### src/rtl/pipe_hazard_ctrl.sv
// Hazard, forwarding and stall/flush controller for the in-order integer pipeline.
// Tracks in-flight instructions in a shift-register scoreboard from EX (slot 0) to the last write-back slot.
module pipe_hazard_ctrl #(
   parameter int unsigned REG_AW     = 5,
   parameter int unsigned FWD_STAGES = 2,
   parameter int unsigned LOAD_LAT   = 1,
   parameter int unsigned CNT_W      = 16,
   localparam int unsigned SW        = $clog2(FWD_STAGES + 1)
) (
   input  logic              clk,
   input  logic              rst_n,
   input  logic              hold,
   input  logic              id_valid,
   input  logic [REG_AW-1:0] id_rs,
   input  logic [REG_AW-1:0] id_rt,
   input  logic              id_use_rs,
   input  logic              id_use_rt,
   input  logic [REG_AW-1:0] id_rd,
   input  logic              id_reg_write,
   input  logic              id_mem_read,
   input  logic              ex_branch_taken,
   output logic              pc_write,
   output logic              if_id_write,
   output logic              flush_if_id,
   output logic [SW-1:0]     ex_fwd_a,
   output logic [SW-1:0]     ex_fwd_b,
   output logic [FWD_STAGES:0] slot_valid,
   output logic [CNT_W-1:0]  stall_cnt
);

   logic [FWD_STAGES:0] r_valid;
   logic [FWD_STAGES:0] r_rw;
   logic [FWD_STAGES:0] r_mr;
   logic [REG_AW-1:0]   r_rd [FWD_STAGES+1];
   logic [REG_AW-1:0]   r_rs;
   logic [REG_AW-1:0]   r_rt;
   logic                r_use_rs;
   logic                r_use_rt;
   logic [CNT_W-1:0]    r_stall_cnt;

   logic                w_ld_hit;
   logic                w_flush;
   logic                w_stall;
   logic                w_bubble;
   logic [SW-1:0]       w_fwd_a;
   logic [SW-1:0]       w_fwd_b;

   // A load is only a hazard while it sits in a slot that cannot yet forward its data.
   always_comb begin
      w_ld_hit = 1'b0;
      for (int unsigned j = 0; j < LOAD_LAT; j++) begin
         if (r_valid[j] && r_mr[j] && r_rw[j] && (r_rd[j] != '0) &&
             ((id_use_rs && (r_rd[j] == id_rs)) || (id_use_rt && (r_rd[j] == id_rt))))
            w_ld_hit = 1'b1;
      end
      w_flush  = ex_branch_taken & r_valid[0];
      w_stall  = id_valid & w_ld_hit & ~w_flush;
      w_bubble = ~id_valid | w_stall | w_flush;
   end

   // Scan oldest to youngest so the youngest producer overwrites the selection.
   always_comb begin
      w_fwd_a = '0;
      w_fwd_b = '0;
      for (int unsigned k = FWD_STAGES; k >= 1; k--) begin
         if (r_valid[k] && r_rw[k] && (r_rd[k] != '0)) begin
            if (r_rd[k] == r_rs) w_fwd_a = SW'(k);
            if (r_rd[k] == r_rt) w_fwd_b = SW'(k);
         end
      end
      if (!r_valid[0] || !r_use_rs) w_fwd_a = '0;
      if (!r_valid[0] || !r_use_rt) w_fwd_b = '0;
   end

   always_ff @(posedge clk or negedge rst_n) begin
      if (!rst_n) begin
         r_valid     <= '0;
         r_rw        <= '0;
         r_mr        <= '0;
         r_rs        <= '0;
         r_rt        <= '0;
         r_use_rs    <= 1'b0;
         r_use_rt    <= 1'b0;
         r_stall_cnt <= '0;
         for (int unsigned i = 0; i <= FWD_STAGES; i++) r_rd[i] <= '0;
      end else if (!hold) begin
         for (int unsigned i = FWD_STAGES; i >= 1; i--) begin
            r_valid[i] <= r_valid[i-1];
            r_rw[i]    <= r_rw[i-1];
            r_mr[i]    <= r_mr[i-1];
            r_rd[i]    <= r_rd[i-1];
         end
         if (w_bubble) begin
            r_valid[0] <= 1'b0;
            r_rw[0]    <= 1'b0;
            r_mr[0]    <= 1'b0;
            r_rd[0]    <= '0;
            r_rs       <= '0;
            r_rt       <= '0;
            r_use_rs   <= 1'b0;
            r_use_rt   <= 1'b0;
         end else begin
            r_valid[0] <= 1'b1;
            r_rw[0]    <= id_reg_write;
            r_mr[0]    <= id_mem_read;
            r_rd[0]    <= id_rd;
            r_rs       <= id_rs;
            r_rt       <= id_rt;
            r_use_rs   <= id_use_rs;
            r_use_rt   <= id_use_rt;
         end
         if (w_stall && (r_stall_cnt != '1))
            r_stall_cnt <= r_stall_cnt + 1'b1;
      end
   end

   assign pc_write    = ~hold & ~w_stall;
   assign if_id_write = ~hold & ~w_stall;
   assign flush_if_id = ~hold & w_flush;
   assign ex_fwd_a    = w_fwd_a;
   assign ex_fwd_b    = w_fwd_b;
   assign slot_valid  = r_valid;
   assign stall_cnt   = r_stall_cnt;

endmodule

### config.mk
export PLATFORM = sky130hd
export DESIGN_NAME = pipe_hazard_ctrl
export DESIGN_NICKNAME = d
export VERILOG_FILES = /design/src/rtl/pipe_hazard_ctrl.sv
export SDC_FILE = /design/constraint.sdc
export NUM_CORES = 1
export LEC_CHECK = 0
export ABC_AREA = 1
export BUFFER_PORTS_ARGS = -buffer_cell sky130_fd_sc_hd__buf_4
export CAP_MARGIN = 5
export CORE_MARGIN = 2
export CORE_UTILIZATION = 40
export CTS_BUF_LIST = sky130_fd_sc_hd__clkbuf_8
export DETAILED_ROUTE_END_ITERATION = 12
export MAX_ROUTING_LAYER = met4
export SYNTH_ARGS = -nofsm -noshare
export SYNTH_HDL_FRONTEND = slang
export SYNTH_SLANG_ARGS = --single-unit
### constraint.sdc
create_clock -name clk -period 2.3 [get_ports clk]
set_clock_uncertainty 0.15 [all_clocks]
set_input_delay 0.115 -clock clk [delete_from_list [all_inputs] [get_ports clk]]
set_output_delay 0.115 -clock clk [all_outputs]
set_load 0.005 [all_outputs]
==> metrics.txt <==
type of the worst setup path flop to output pin; grt ovf 0; WL/cell 12.78 um; Setup Buffers After CTS 0; initial antenna violation count 0; nets 468; Lkg Pwr 1.993 nW; post-detail-place hpwl 4910 um; CTS buffer count 5; DR vias ~2500; CP Launch Type flop; R2R depth 8; Worst setup EP type output pin; vias in the first global route 2440; Cell Area, Placed between 0.003 and 0.004 mm2; Clk pin slew, worst setup/hold paths 100 ps; FMAX 0.4933 GHz; Avg Inst Size Synth 7.640 um2; post-synthesis adder-cell area fraction 0.4333%; Synth area leader dfrtp_1; post-synthesis mux area share 0%; peak supply drop 236.8 uV; most frequent cell after synthesis nand2_1; Tmin final 2027 ps; H-tree depth 2; Data required, critical path between 2000 and 2500 ps; Final Cycle Share 88.15%; die height 88.97 um; largest family of logic cells by synthesized area simple AND/OR/NAND/NOR gates; WHS Path Cells 3; gpl congestion 0.9313; Hold Path Class primary input to flop; Die Wd 88.97 um; Post-DRT Antenna Nets 0; EDFF count, synth 0; Least-Margin Pin Slew approximately 640 ps; largest net degree at the start of global routing slightly above 50; Area Overhead vs Synth 25.87%; Worst slew margin 57.52%; design area between 0.003 and 0.004 mm2; cts repair resizes 0; status finished clean; drt drc 0; core box area 0.006907 mm2; Arr. time, crit path 1760 ps; Synth top area share 43.33%; Port Buffers 49; drt total wl between 6000 and 7000 um; cell area after synthesis 0.002888 mm2; FP Rows 30; Root Buffer clkbuf_8; synth warn 0; Yosys reg bits 50; Commonest cells post-synth nand2_1 (156), dfrtp_1 (50), nor2_1 (25), inv_1 (20), nand4_1 (20); clk sink count 50; ant diodes 0; area fraction in compound gates after synthesis 2.686%; power density over the cells 543.6 mW/mm2; GR peak layer met2; CP max FO 4; Syn Inst Count between 300 and 400; RSZ-0062 raised after global routing false; xor/xnor cell area share of the yosys netlist roughly a tenth; GR Util met3 under 10%; Cell variety after synth 33; met1 GRT Util 29.26%; DR vias/cell 4.683; Worst-Skew Late Latency 310 ps; final slew viol count 0; Starting Density a little over two fifths; Total Die Area 0.007915 mm2; register area share after synthesis 43.33%; Top FF cell, synth dfrtp_1; maxcap violations 0; Setup Total Neg Slack 0 ps; final core occ 52.63%; final hold viol count 0; ranking of synthesized cells by area dfrtp_1 (43%), nand2_1 (20%), xor2_1 (5.5%); Simple-Gate Fraction of Synth Area between 30% and 40%; fraction of layout cells with a size suffix above 1 17.79%; first-pass GRT wire length 11850 um; # IOs 50; CTS tree built; Iter 0 DRT Violations between 100 and 150; met2 Use GR 29.38%; gr usage total 19.98%; Synthesized Nets 403; async set-reset flop share out of synthesis 100.0%; final setup violation count 0; maximum root-to-sink buffer count 2; Pre-antenna DRT Iters 5
path summary, 6_finish.rpt:
check	from	end	slack [ps]
min in group asynchronous	rst_n	r_rd[12]	210
worst max-delay path	r_rd[12]	pc_write	270
worst min register to register	r_use_rt	r_use_rt	340
max in group asynchronous	rst_n	r_rd[0]	1360
worst min-delay path	hold	r_rd[4]	10
worst max register to register	stall_cnt[0]	stall_cnt[13]	480
area by class of cell:
cell class                 count  area [um2]
clock buffer                   5       68.82
multi-input combinational    287        1455
clock inverter                 3       43.79
sequential                    50        1251
fill                         709        3272
timing repair buffer          73       598.1
inverter                      26       97.59
tap                           96       120.1
worst max-delay path: stages, from the launching register on:
cell and delay [ps]:
dfrtp_1 440, inv_2 110, nand3_1 80, nor3_1 310, nor2_4 110, a21oi_1 260
buf_4 160
cells by family after synthesis:
group | Yosys count
DFF | 50
xor gates and xnor gates | 33
adders and majority gates | 1
and+or+nand+nor | 238
AOI/OAI and AO/OA | 15
buffers and inverters | 41
registers in the layout, indices dropped and copies added, names as in the netlist:
name and count:
r_mr 1, r_rd 15, r_rs 5, r_rt 5
r_rw 3, r_use_rs 1, r_use_rt 1, slot_valid 3
stall_cnt 16
per-layer routing:
layer  part of all wire, %  wire length (um)
met5                     0                 0
met4                   1.4                96
met3                   3.5               242
met2                    43              2996
met1                    52              3564
where the power goes:
group / internal (W) / switching (W)
Combinational: 0.000157 / 0.000172
Sequential: 0.000933 / 0.0000653
Clock: 0.000327 / 0.000322
repair_timing:
| action | in CTS | in global routing |
|---|---|---|
| endpoints found under the hold margin | 69 | 0 |
| setup endpoints to repair | 0 | 0 |
| hold buffers | 20 | 0 |
metrics by stage:
step	hold WS (ps)	power, W	cells	setup slack [ps]
2_1_floorplan	-330.6	0.001190	378	626.9
6_report	13.55	0.001976	540	272.6
3_3_place_gp	37.81	0.001317	512	491.6
5_1_grt	24.24	0.002081	540	167.3
4_1_cts	8.345	0.001992	540	218.1
3_5_place_dp	44.89	0.001320	512	504.4
layout by cell type (no fill, tap or decap), drive strengths merged:
cell         Yosys  layout
a21oi            2       2
and2             1       1
buf              9      53
bufinv           0       1
clkbuf           6       5
clkinv           0       1
dfrtp           50      50
dlygate4sd3      0      20
ha               1       1
inv             26      27
nand2          159     159
nand3           14      14
nand3b           3       3
nand4           21      21
nor2            28      28
nor3             8       8
nor3b            1       1
nor4             1       1
o21ai           12      12
o21bai           1       1
or2              2       2
xnor2           15      15
xor2            18      18
No activity file was read; power rests on OpenSTA's default activity.
